$ cat src/rtl/gnr_pkg.sv
// Shared constants and types for golden_nonce_reporter: record layout and serializer state.
package gnr_pkg;

    localparam int REC_BYTES = 5;
    localparam int NONCE_W   = 32;
    localparam int DEF_TAG_W = 4;
    localparam int REC_W     = DEF_TAG_W + NONCE_W;

    typedef enum logic {
        IDLE,
        SEND
    } gnr_state_e;

    function automatic int rec_width(input int tag_w);
        return tag_w + NONCE_W;
    endfunction

endpackage

$ cat src/rtl/golden_nonce_reporter_if.sv
// Byte stream toward the host transmitter: valid/ready handshake, tx_last marks the final record byte.
interface golden_nonce_reporter_if;
    logic [7:0] tx_data;
    logic       tx_valid;
    logic       tx_ready;
    logic       tx_last;

    modport master (output tx_data, output tx_valid, output tx_last, input tx_ready);
    modport slave  (input tx_data, input tx_valid, input tx_last, output tx_ready);
endinterface

$ cat src/rtl/gnr_sync_fifo.sv
// Synchronous FIFO with flush and level output; combinational head read, writes ignored when full.
// Flush takes priority over a same-cycle write or pop.
module gnr_sync_fifo #(
    parameter int W    = 36,
    parameter int DL2  = 2
) (
    input  logic           clk,
    input  logic           reset,
    input  logic           flush,
    input  logic           wr_en,
    input  logic [W-1:0]   wr_dat,
    input  logic           rd_en,
    output logic [W-1:0]   rd_dat,
    output logic [DL2:0]   level,
    output logic           full,
    output logic           empty
);
    localparam int DEPTH = 1 << DL2;

    logic [W-1:0]   mem [DEPTH];
    logic [DL2-1:0] wr_ptr;
    logic [DL2-1:0] rd_ptr;
    logic           do_wr;
    logic           do_rd;

    assign full   = (level == (DL2+1)'(DEPTH));
    assign empty  = (level == '0);
    assign do_wr  = wr_en && !full;
    assign do_rd  = rd_en && !empty;
    assign rd_dat = mem[rd_ptr];

    always_ff @(posedge clk) begin
        if (!reset || flush) begin
            wr_ptr <= '0;
            rd_ptr <= '0;
            level  <= '0;
        end else begin
            if (do_wr) wr_ptr <= wr_ptr + 1'b1;
            if (do_rd) rd_ptr <= rd_ptr + 1'b1;
            case ({do_wr, do_rd})
                2'b10:   level <= level + 1'b1;
                2'b01:   level <= level - 1'b1;
                default: level <= level;
            endcase
        end
    end

    always_ff @(posedge clk) begin
        if (do_wr) mem[wr_ptr] <= wr_dat;
    end
endmodule

$ cat src/rtl/golden_nonce_reporter.sv
// Queues golden nonces tagged with the job number and streams each as 5 bytes (tag, nonce MSB first).
// First byte one cycle after capture; 6 cycles/record; tx_data held while tx_ready=0. GNR_DUP_FILTER_EN drops repeats.
module golden_nonce_reporter
    import gnr_pkg::*;
#(
    parameter int DEPTH_LOG2 = 2,
    parameter int TAG_W      = 4
) (
    input  logic                    hash_clk,
    input  logic                    reset,
    input  logic                    golden_nonce_valid,
    input  logic [31:0]             golden_nonce,
    input  logic                    new_work,
    golden_nonce_reporter_if.master tx,
    output logic [TAG_W-1:0]        job_tag,
    output logic [DEPTH_LOG2:0]     fifo_level,
    output logic [7:0]              overflow_cnt
);
    localparam int RW = rec_width(TAG_W);

    gnr_state_e               state;
    logic [8*REC_BYTES-1:0]   sreg;
    logic [2:0]               idx;
    logic [RW-1:0]            rd_dat;
    logic                     full;
    logic                     empty;
    logic                     wr_en;
    logic                     pop;
    logic                     dup;
    logic                     fresh;

`ifdef GNR_DUP_FILTER_EN
    logic        last_vld;
    logic [31:0] last_nonce;

    // Tag only changes on new_work, which also invalidates, so a nonce match implies same tag.
    assign dup = last_vld && (last_nonce == golden_nonce);

    always_ff @(posedge hash_clk) begin
        if (!reset) begin
            last_vld   <= 1'b0;
            last_nonce <= '0;
        end else if (new_work) begin
            last_vld   <= 1'b0;
        end else if (wr_en) begin
            last_vld   <= 1'b1;
            last_nonce <= golden_nonce;
        end
    end
`else
    assign dup = 1'b0;
`endif

    assign fresh = golden_nonce_valid && !new_work && !dup;
    assign wr_en = fresh && !full;
    // A flush in the same cycle wins, so nothing is loaded from a queue being discarded.
    assign pop   = (state == IDLE) && !empty && !new_work;

    gnr_sync_fifo #(.W(RW), .DL2(DEPTH_LOG2)) u_fifo (
        .clk    (hash_clk),
        .reset  (reset),
        .flush  (new_work),
        .wr_en  (wr_en),
        .wr_dat ({job_tag, golden_nonce}),
        .rd_en  (pop),
        .rd_dat (rd_dat),
        .level  (fifo_level),
        .full   (full),
        .empty  (empty)
    );

    always_ff @(posedge hash_clk) begin
        if (!reset) begin
            job_tag      <= '0;
            overflow_cnt <= '0;
        end else begin
            if (new_work) job_tag <= job_tag + 1'b1;
            if (fresh && full && overflow_cnt != 8'hff) overflow_cnt <= overflow_cnt + 1'b1;
        end
    end

    assign tx.tx_data = sreg[8*REC_BYTES-1 -: 8];

    always_ff @(posedge hash_clk) begin
        if (!reset) begin
            state       <= IDLE;
            sreg        <= '0;
            idx         <= '0;
            tx.tx_valid <= 1'b0;
            tx.tx_last  <= 1'b0;
        end else begin
            case (state)
                IDLE: begin
                    if (pop) begin
                        sreg        <= {8'(rd_dat[RW-1:32]), rd_dat[31:0]};
                        idx         <= '0;
                        tx.tx_valid <= 1'b1;
                        tx.tx_last  <= 1'b0;
                        state       <= SEND;
                    end
                end
                SEND: begin
                    if (tx.tx_ready) begin
                        sreg <= sreg << 8;
                        if (idx == 3'(REC_BYTES-1)) begin
                            tx.tx_valid <= 1'b0;
                            tx.tx_last  <= 1'b0;
                            state       <= IDLE;
                        end else begin
                            idx         <= idx + 1'b1;
                            tx.tx_last  <= (idx == 3'(REC_BYTES-2));
                        end
                    end
                end
                default: state <= IDLE;
            endcase
        end
    end
endmodule

$ cat src/flat_wrapper.sv
// flat-port wrapper written by rule: the top's interface ports become plain ports
module golden_nonce_reporter_flat import gnr_pkg::*;
#(
    parameter int DEPTH_LOG2 = 2,
    parameter int TAG_W      = 4
)
  (hash_clk, reset, golden_nonce_valid, golden_nonce, new_work, job_tag, fifo_level, overflow_cnt, tx_tx_data, tx_tx_valid, tx_tx_last, tx_tx_ready);
  golden_nonce_reporter_if tx_i ();
  input  logic hash_clk;
  input  logic reset;
  input  logic golden_nonce_valid;
  input  logic [31:0] golden_nonce;
  input  logic new_work;
  output logic [TAG_W-1:0] job_tag;
  output logic [DEPTH_LOG2:0] fifo_level;
  output logic [7:0] overflow_cnt;
  output wire logic [$bits(tx_i.tx_data)-1:0] tx_tx_data;
  output wire logic [$bits(tx_i.tx_valid)-1:0] tx_tx_valid;
  output wire logic [$bits(tx_i.tx_last)-1:0] tx_tx_last;
  input wire logic [$bits(tx_i.tx_ready)-1:0] tx_tx_ready;
  assign tx_tx_data = tx_i.tx_data;
  assign tx_tx_valid = tx_i.tx_valid;
  assign tx_tx_last = tx_i.tx_last;
  assign tx_i.tx_ready = tx_tx_ready;
  golden_nonce_reporter #(.DEPTH_LOG2(DEPTH_LOG2), .TAG_W(TAG_W)) u_core (.hash_clk(hash_clk), .reset(reset), .golden_nonce_valid(golden_nonce_valid), .golden_nonce(golden_nonce), .new_work(new_work), .tx(tx_i), .job_tag(job_tag), .fifo_level(fifo_level), .overflow_cnt(overflow_cnt));
endmodule
$ cat config.mk
export PLATFORM = sky130hd
export DESIGN_NAME = golden_nonce_reporter_flat
export DESIGN_NICKNAME = d
export VERILOG_FILES = /design/src/rtl/gnr_pkg.sv /design/src/rtl/golden_nonce_reporter_if.sv /design/src/rtl/gnr_sync_fifo.sv /design/src/rtl/golden_nonce_reporter.sv /design/src/flat_wrapper.sv
export SDC_FILE = /design/constraint.sdc
export NUM_CORES = 1
export LEC_CHECK = 0
export BUFFER_PORTS_ARGS = -buffer_cell sky130_fd_sc_hd__buf_2
export CELL_PAD_IN_SITES_DETAIL_PLACEMENT = 0
export CELL_PAD_IN_SITES_GLOBAL_PLACEMENT = 1
export CORE_ASPECT_RATIO = 1.4
export CORE_MARGIN = 1
export CORE_UTILIZATION = 30
export DETAILED_ROUTE_END_ITERATION = 10
export PLACE_DENSITY = 0.55
export SYNTH_ARGS = -nofsm -noshare
export SYNTH_HDL_FRONTEND = slang
export SYNTH_SLANG_ARGS = --single-unit
$ cat constraint.sdc
create_clock -name hash_clk -period 3.2 [get_ports hash_clk]
set_clock_uncertainty 0.2 [all_clocks]
set_input_delay 0.32 -clock hash_clk [delete_from_list [all_inputs] [get_ports hash_clk]]
set_output_delay 0.32 -clock hash_clk [all_outputs]
set_load 0.005 [all_outputs]
==> impl_metrics.json, run 1 <==
{
  "io_buffers": 61,
  "cts.clk_slew.worst_paths_ns": 0.06,
  "synth_top_cell_by_area": "edfxtp_1",
  "diodes": 0,
  "yosys_register_bits": 211,
  "synth_area_um2": 8190,
  "grt_use_total": 0.124,
  "crit_path_max_fanout": 11,
  "netlist-cell-type-count": 44,
  "period_share": 0.834,
  "layout.cells.non_filler": 988,
  "grt_setup_unrepaired": "no",
  "ys.warnings.count": 0,
  "clock_latency_ns": 0.49,
  "grt_max_degree": 57,
  "viasPerCell": 4.64,
  "cts_buffer_depth": 3,
  "antenna_left": 0,
  "finalHoldViolations": 0,
  "power.density_nw_per_um2": 572,
  "drt_iter0_markers": 246,
  "maxSlewViolCount": 0,
  "htreeDepth": 1,
  "initial_core_util": 0.305,
  "drc": 0,
  "dp_cells": 919,
  "numClockSinks": 211,
  "avgSynthCellArea_um2": 15.8,
  "worstPathArrival_ns": 2.88,
  "synth_cells": 518,
  "grt_first_pass_wirelength_um": 26400,
  "vdd_drop_max_uv": 260,
  "area_growth_pct": 19.1,
  "required_ns": 3.41,
  "utilization": 0.364,
  "row_count": 71,
  "place_congestion": 0.755,
  "cts_buffers": 21,
  "synth_nets": 566,
  "antenna_found_initial": 0,
  "synth_compound_area_frac": 0.0634,
  "final_common_cell": "edfxtp_1",
  "yosys.area_share.simple": 0.0464,
  "fmax_mhz": 375,
  "critPathSlowestCell": "dfxtp_1",
  "cts_root_buf": "clkbuf_16",
  "synth_top_area_share": 0.528,
  "synth_top_family_by_area": "multiplexers",
  "cp_top_family": "simple AND/OR/NAND/NOR gates",
  "crit_type": "flop to flop",
  "status": "finished clean",
  "leakage_uw": 0.00328,
  "synth.mux.area_fraction": 0.137,
  "synth_seq_area_share": 0.691,
  "num_io_pins": 62,
  "synth_xor_area_frac": 0.00962,
  "cts_tree": "done",
  "cp_common_cell": "or3_1",
  "gr-total-overflow": 0,
  "drv_cap": 0,
  "critPathMaxStageDelay_ns": 0.46,
  "die_h_um": 198,
  "fin_crit_ns": 2.67,
  "tightest_slew_ns": 0.839,
  "final_cell_mix": "144 x edfxtp_1, 65 x dfxtp_1, 61 x buf_2",
  "coreArea_um2": 26800,
  "start_kind": "flop",
  "die_x_um": 142,
  "num_vias": 4583,
  "drive_gt1_frac": 0.234,
  "routed_wl_um": 17000,
  "finalSetupTns_ns": 0,
  "hold_slack_ns": 0.00817,
  "ys_top_cells_by_area": "edfxtp_1 53%, dfxtp_1 16%, mux4_2 9.9%, mux2i_1 3.8%, a21oi_1 2.7%",
  "crit_buf_inv": 2,
  "dp_hpwl_um": 10600,
  "setup_viol": 0,
  "synthAdderAreaFrac": 0.0177,
  "routedWlPerCell_um": 17.2,
  "firstDrtPassIters": 4,
  "slew_headroom": 0.437,
  "cp-end-kind": "flop",
  "nNetsFinal": 657,
  "cp_cell_sequence": "or3_1 > nand2_2 > inv_2 > ha_1 > inv_1 > fa_1 > xor2_1 > or3_1 > a21oi_1",
  "dieArea_um2": 28000,
  "total_power_uw": 5580,
  "min-delay-path-class": "primary input to flop",
  "grt_pass1_vias": 4722
}
## per-layer routing
metal	global-route usage	part of all wire	up-vias
met5	0	0	-
met4	0.0398	0.021	0
met3	0.0201	0.043	22
met2	0.231	0.54	99
met1	0.144	0.40	2309
li1	-	-	2153
## synthesized netlist by cell type, drive strengths merged
cell and number:
edfxtp 144, dfxtp 67, a21oi 44, mux4 36, o21ai 34, mux2i 31, buf 25, nor2 23
inv 14, nand2 14, nand3 13, clkbuf 11, ha 10, xor2 6, a22oi 5, and2 5
nand4 5, nor3 4, a31oi 3, xnor2 3, and3 2, nand2b 2, nor2b 2, o31ai 2
or3 2, a21boi 1, a21o 1, a311oi 1, a41o 1, clkinv 1, fa 1, nand3b 1
nor3b 1, nor4 1, o2111ai 1, or3b 1
## layout make-up
class | instances | area [um2]
timing repair buffer | 104 | 708
inverter | 15 | 56.3
clock buffer | 25 | 541
sequential | 211 | 5670
multi-input combinational | 256 | 2240
tap | 365 | 457
fill | 2618 | 17100
clock inverter | 12 | 85.1
## worst register-to-register path, delay by kind of cell (launching register included)
family | cells | cell delay [ns]
and+or+nand+nor | 3 | 0.76
adders and majority gates | 2 | 0.59
DFF | 1 | 0.46
buffers and inverters | 2 | 0.30
xor gates and xnor gates | 1 | 0.15
AOI/OAI and AO/OA | 1 | 0.15
## cells by family after synthesis
| kind of cell | Yosys count |
|---|---|
| compound gates | 93 |
| xor+xnor | 9 |
| fa+ha+maj | 11 |
| buf+inv | 51 |
| flops | 211 |
| mux | 67 |
| simple gates | 76 |
## worst paths after layout
check | startpoint | to | slack (ns) | cells past startpoint
worst max-delay path | u_core.u_fifo.level[0] | u_core.u_fifo.level[2] | 0.53 | 9
worst min-delay path | new_work | u_core.job_tag[0] | 0.008 | 3
worst max register to register | u_core.u_fifo.level[0] | u_core.u_fifo.level[2] | 0.53 | 9
worst min register to register | u_core.sreg[2] | u_core.sreg[2] | 0.27 | 2
## report_power, final
group | switching [uW] | internal, uW | total [uW]
combinational | 171 | 134 | 306
clock | 974 | 1280 | 2260
sequential | 35.0 | 2980 | 3020
total | 1180 | 4400 | 5580
## through the flow
stage / area, um2 / worst slack, ns
6_report: 9760 / 0.531
5_1_grt: 9760 / 0.363
4_1_cts: 9760 / 0.545
3_5_place_dp: 8810 / 0.403
3_3_place_gp: 8810 / 0.474
2_1_floorplan: 8190 / 0.660
## registers in the layout, indices dropped and copies added (netlist names), named ones only
name,cells
u_core.idx,3
u_core.job_tag,4
u_core.overflow_cnt,8
u_core.sreg,40
u_core.state,1
u_core.tx.tx_last,1
u_core.tx.tx_valid,1
u_core.u_fifo.level,3
u_core.u_fifo.mem,144
u_core.u_fifo.rd_ptr,2
u_core.u_fifo.wr_ptr,2
## what timing repair did
action                                 4_1_cts  5_1_grt
resized for setup                            0        0
endpoints found under the hold margin      128        0
buffers inserted                             0        0
hold buffers                                32        0
No activity file was read; power rests on OpenSTA's default activity.
==> inputs of run 2 (changes only) <==
--- a/config.mk
+++ b/config.mk
@@ -12,7 +12,7 @@
 export CORE_MARGIN = 1
 export CORE_UTILIZATION = 30
 export DETAILED_ROUTE_END_ITERATION = 10
-export PLACE_DENSITY = 0.55
+export PLACE_DENSITY = 0.56
 export SYNTH_ARGS = -nofsm -noshare
 export SYNTH_HDL_FRONTEND = slang
 export SYNTH_SLANG_ARGS = --single-unit
==> constraint.sdc (replaced) <==
create_clock -name hash_clk -period 2.45 [get_ports hash_clk]
set_clock_uncertainty 0.2 [all_clocks]
set_input_delay 0.245 -clock hash_clk [delete_from_list [all_inputs] [get_ports hash_clk]]
set_output_delay 0.245 -clock hash_clk [all_outputs]
set_load 0.005 [all_outputs]
==> run 2 against run 1 <==
Clock power grew 44%. Critical path depth is the same. Cell area increased by 2.8%. Register-to-register slack worse by 0.37 ns. Sequential share of layout area decreased by 1.6 points. Worst hold slack improved by 0.027 ns. Maximum frequency grew 16%. Non-clock buffer count increased by 12. Setup slack worse by 0.37 ns. Routed wire length grew 0.60%. Sequential power increased by 30%.
==> impl_metrics.json, run 2 (synthesis results as in run 1) <==
{
  "slew_headroom": 0.636,
  "grt_use_total": 0.127,
  "power.density_nw_per_um2": 759,
  "place_congestion": 0.754,
  "critPathSlowestCell": "fa_1",
  "leakage_uw": 0.00342,
  "nNetsFinal": 670,
  "crit_path_max_fanout": 7,
  "htreeDepth": 1,
  "antenna_found_initial": 0,
  "numClockSinks": 211,
  "utilization": 0.374,
  "routedWlPerCell_um": 17.1,
  "required_ns": 2.67,
  "reg2reg_from": "u_core.u_fifo.level[2]",
  "r2r_slack_ns": 0.16,
  "gr-total-overflow": 0,
  "io_buffers": 61,
  "antenna_left": 0,
  "worstPathArrival_ns": 2.51,
  "finish.instance_area_um2": 10000,
  "cts.clk_slew.worst_paths_ns": 0.06,
  "fin_crit_ns": 2.29,
  "cp_cell_sequence": "nor3b_4 > nor2_1 > inv_1 > ha_1 > inv_1 > fa_1 > xor2_1 > or3_1 > a21oi_1",
  "vdd_drop_max_uv": 434,
  "largest_register": "u_core.u_fifo.mem",
  "min-delay-path-class": "primary input to flop",
  "finalHoldViolations": 0,
  "firstDrtPassIters": 4,
  "grt_first_pass_wirelength_um": 27000,
  "setup_viol": 0,
  "grt_max_degree": 57,
  "routed_wl_um": 17100,
  "cp_common_cell": "inv_1",
  "period_share": 0.935,
  "largest_reg_flops": 144,
  "dpl-instance-area_um2": 8950,
  "initial_core_util": 0.305,
  "viasPerCell": 4.60,
  "cts_tree": "done",
  "tightest_slew_ns": 0.547,
  "top_regs": "u_core.u_fifo.mem (144), u_core.sreg (40), u_core.overflow_cnt (8)",
  "drive_gt1_frac": 0.266,
  "dp_hpwl_um": 10700,
  "coreArea_um2": 26800,
  "drv_cap": 0,
  "fmax_mhz": 436,
  "maxSlewViolCount": 0,
  "status": "finished clean",
  "num_vias": 4613,
  "critPathMaxStageDelay_ns": 0.39,
  "finalSetupTns_ns": 0,
  "die_x_um": 142,
  "cts_setup_buffers": 0,
  "grt_pass1_vias": 4904,
  "area_growth_pct": 22.4,
  "final_common_cell": "edfxtp_1",
  "startpoint": "u_core.u_fifo.level[2]",
  "crit_type": "flop to flop",
  "die_h_um": 198,
  "drt_iter0_markers": 317,
  "grt_setup_unrepaired": "no",
  "drc": 0,
  "final_cell_mix": "144 x edfxtp_1, 64 x dfxtp_1, 61 x buf_2",
  "num_io_pins": 62,
  "cts_root_buf": "clkbuf_16",
  "clock_latency_ns": 0.50,
  "start_kind": "flop",
  "cp-end-kind": "flop",
  "row_count": 71,
  "dieArea_um2": 28000,
  "diodes": 0,
  "cts_buffers": 22,
  "cts_buffer_depth": 3,
  "hold_start": "reset"
}
-- run 2: cell types whose count changed in the layout (fill, tap and decap cells not counted), sizes merged --
cell	before	now
clkinv	10	9
buf	72	81
dlygate4sd3	32	35
clkinvlp	2	0
clkbuf	25	31
-- run 2: through the flow --
stage | power, uW | worst slack, ns | std cells | hold WS [ns]
CTS | 7720 | 0.0903 | 1003 | 0.0247
detailed placement | 4400 | 0.00412 | 928 | 0.261
global placement | 4380 | 0.205 | 928 | 0.254
floorplan | 4250 | 0.0281 | 518 | 0.144
finish | 7620 | 0.159 | 1003 | 0.0354
global route | 7900 | 0.0296 | 1003 | 0.0691
-- run 2: repair_timing --
| item | CTS | global route |
|---|---|---|
| hold buffers | 35 | 0 |
| hold endpoints to repair | 132 | 0 |
| resized for setup | 1 | 3 |
| endpoints found under the setup margin | 1 | 1 |
-- run 2: worst paths after layout --
check                           cells after the start                     end
worst max-delay path                                9  u_core.u_fifo.level[2]
worst min-delay path                                3         u_core.sreg[31]
worst max register to register                      9  u_core.u_fifo.level[2]
worst min register to register                      2          u_core.sreg[2]
-- run 2: layout make-up --
type	count	area, um2
fillers	2581	16800
flip-flops and latches	211	5670
multi-input cells	256	2270
repair buffers	116	868
clock buffers	31	646
well taps	365	457
clock inverters	9	68.8
inverters	15	56.3
-- run 2: metal layers --
| layer | global-route usage | part of all wire | vias up | routed length [um] |
|---|---|---|---|---|
| li1 | - | - | 2179 | - |
| met1 | 0.143 | 0.40 | 2331 | 6830 |
| met2 | 0.244 | 0.54 | 80 | 9310 |
| met3 | 0.0199 | 0.037 | 23 | 641 |
| met4 | 0.0366 | 0.019 | 0 | 326 |
| met5 | 0 | 0 | - | 0 |
-- run 2: power by group --
part	switching, uW	internal, uW
Combinational	222	193
Clock	1320	1940
Sequential	51.7	3890
Total	1590	6020
-- run 2: critical path, delay by kind of cell (launching register included) --
kind	cells	cell delay [ns]
AOI/OAI and AO/OA	1	0.15
xor gates and xnor gates	1	0.16
adders and majority gates	2	0.56
buffers and inverters	2	0.14
DFF	1	0.38
and+or+nand+nor	3	0.63
==> inputs of run 3 (changes only) <==
--- a/config.mk
+++ b/config.mk
@@ -12,7 +12,7 @@
 export CORE_MARGIN = 1
 export CORE_UTILIZATION = 30
 export DETAILED_ROUTE_END_ITERATION = 10
-export PLACE_DENSITY = 0.56
+export PLACE_DENSITY = 0.55
 export SYNTH_ARGS = -nofsm -noshare
 export SYNTH_HDL_FRONTEND = slang
 export SYNTH_SLANG_ARGS = --single-unit
==> constraint.sdc (replaced) <==
create_clock -name hash_clk -period 2.73 [get_ports hash_clk]
set_clock_uncertainty 0.2 [all_clocks]
set_input_delay 0.273 -clock hash_clk [delete_from_list [all_inputs] [get_ports hash_clk]]
set_output_delay 0.273 -clock hash_clk [all_outputs]
set_load 0.005 [all_outputs]
==> run 3 against run 2 <==
Cell area fell by 0.70%. Sequential share of layout area is 0.39 points higher. Core utilization down 0.26 points. Non-clock buffer count down 9. Flip-flop and latch count stayed put. Combinational power decreased by 12%. Global-route usage about the same. Final cell count fell by 0.90%. Critical endpoint unchanged. Largest power group unchanged.
==> impl_metrics.json, run 3 (synthesis results as in run 1) <==
{
  "status": "finished clean",
  "pwr-share-comb": 0.053,
  "routed_wl_um": 17000,
  "nNetsFinal": 661,
  "power.density_nw_per_um2": 693,
  "largest_register": "u_core.u_fifo.mem",
  "drive_gt1_frac": 0.234,
  "viasPerCell": 4.56,
  "reg2reg_depth": 9,
  "fmax_mhz": 405,
  "hold_start": "golden_nonce_valid",
  "dpl-instance-area_um2": 8900,
  "finalSetupTns_ns": 0,
  "crit_path_max_fanout": 7,
  "numClockSinks": 211,
  "firstDrtPassIters": 4,
  "rr_endpoint": "u_core.u_fifo.level[2]",
  "maxSlewViolCount": 0,
  "crit_type": "primary input to flop",
  "dieArea_um2": 28000,
  "coreArea_um2": 26800,
  "critPathSlowestCell": "dlygate4sd3_1",
  "period_share": 0.904,
  "min-delay-path-class": "primary input to flop",
  "reg2reg_from": "u_core.u_fifo.level[2]",
  "drt_iter0_markers": 198,
  "cts_root_buf": "clkbuf_16",
  "finish.instance_area_um2": 9960,
  "clock_latency_ns": 0.50,
  "vdd_drop_max_uv": 318,
  "gr-total-overflow": 0,
  "utilization": 0.371,
  "drv_cap": 0,
  "cts_tree": "done",
  "whs_path_depth": 3,
  "grt_max_degree": 57,
  "cts_setup_buffers": 0,
  "cp_cell_sequence": "dlygate4sd3_1 > buf_2 > nor2_1 > nand2_2 > inv_2 > ha_1 > inv_1 > fa_1 > xor2_1 > or3_1 > a21oi_1",
  "antenna_left": 0,
  "grt_first_pass_wirelength_um": 27000,
  "worstPathArrival_ns": 2.69,
  "hold_path_end": "u_core.overflow_cnt[1]",
  "cts_buffer_depth": 3,
  "leakage_uw": 0.00336,
  "pwr-share-seq": 0.512,
  "drc": 0,
  "required_ns": 2.95,
  "htreeDepth": 1,
  "total_power_uw": 6910,
  "cts.clk_slew.worst_paths_ns": 0.06,
  "area_growth_pct": 21.6,
  "cp-end-kind": "flop",
  "setup_viol": 0,
  "power.switching_uw": 1410,
  "cts_buffers": 22,
  "initial_core_util": 0.305,
  "dp_hpwl_um": 10400,
  "num_vias": 4531,
  "tightest_slew_ns": 0.856,
  "largest_reg_flops": 144,
  "fin_crit_ns": 2.47,
  "start_kind": "primary input",
  "p_int_uw": 5490,
  "finalHoldViolations": 0,
  "grt_pass1_vias": 4754,
  "clkPwrFrac": 0.435,
  "routedWlPerCell_um": 17.1,
  "r2r_slack_ns": 0.29,
  "switching_share": 0.205,
  "die_h_um": 198,
  "final_cell_mix": "144 x edfxtp_1, 65 x dfxtp_1, 61 x buf_2",
  "grt_setup_unrepaired": "no",
  "num_io_pins": 62,
  "top_regs": "u_core.u_fifo.mem (144), u_core.sreg (40), u_core.overflow_cnt (8)",
  "slew_headroom": 0.426,
  "row_count": 71,
  "die_x_um": 142,
  "critPathMaxStageDelay_ns": 0.53,
  "place_congestion": 0.789,
  "grt_use_total": 0.128,
  "antenna_found_initial": 0,
  "io_buffers": 61,
  "final_common_cell": "edfxtp_1",
  "diodes": 0
}
-- run 3: how the worst max path moves through the flow --
stage | from | to | slack (ns) | cells after the start
finish | new_work | u_core.u_fifo.level[2] | 0.26 | 11
global route | new_work | u_core.u_fifo.level[2] | 0.08 | 11
detailed placement | u_core.u_fifo.level[2] | u_core.u_fifo.level[2] | 0.27 | 9
floorplan | new_work | u_core.u_fifo.mem[1][0] | 0.24 | 4
global placement | new_work | u_core.u_fifo.level[2] | 0.38 | 10
CTS | new_work | u_core.u_fifo.level[2] | 0.24 | 11
-- run 3: routing by layer --
metal,share of wire,global-route usage,vias up
met1,0.40,0.147,2247
met2,0.53,0.237,85
li1,-,-,2170
met3,0.038,0.0201,29
met5,0,0,-
met4,0.025,0.0450,0
-- run 3: worst max-delay path, delay by kind of cell --
family | cells | cell delay (ns)
fa+ha+maj | 2 | 0.53
buf+inv | 4 | 0.84
xor+xnor | 1 | 0.15
simple gates | 3 | 0.72
compound gates | 1 | 0.16
-- run 3: through the flow --
stage,hold slack (ns),std cells,worst slack [ns]
6_report,0.0121,994,0.261
5_1_grt,0.0579,994,0.0841
4_1_cts,0.0118,994,0.242
3_5_place_dp,0.259,920,0.268
3_3_place_gp,0.254,920,0.377
2_1_floorplan,0.172,518,0.237
-- run 3: power groups by stage --
stage               logic (uW)  registers, uW  clock network (uW)
finish                     366           3540                3000
global placement           328           3600                   0
CTS                        376           3540                3090
global route               409           3540                3210
floorplan                  225           3590                   0
detailed placement         336           3610                   0
-- run 3: final cells by class --
type,instances,area [um2]
fillers,2560,16900
flip-flops and latches,211,5670
multi-input cells,256,2240
repair buffers,107,811
clock buffers,31,606
well taps,365,457
clock inverters,9,119
inverters,15,56.3
-- run 3: what timing repair did --
item	4_1_cts	5_1_grt
hold buffers	34	0
resized for setup	0	0
endpoints found under the hold margin	133	0
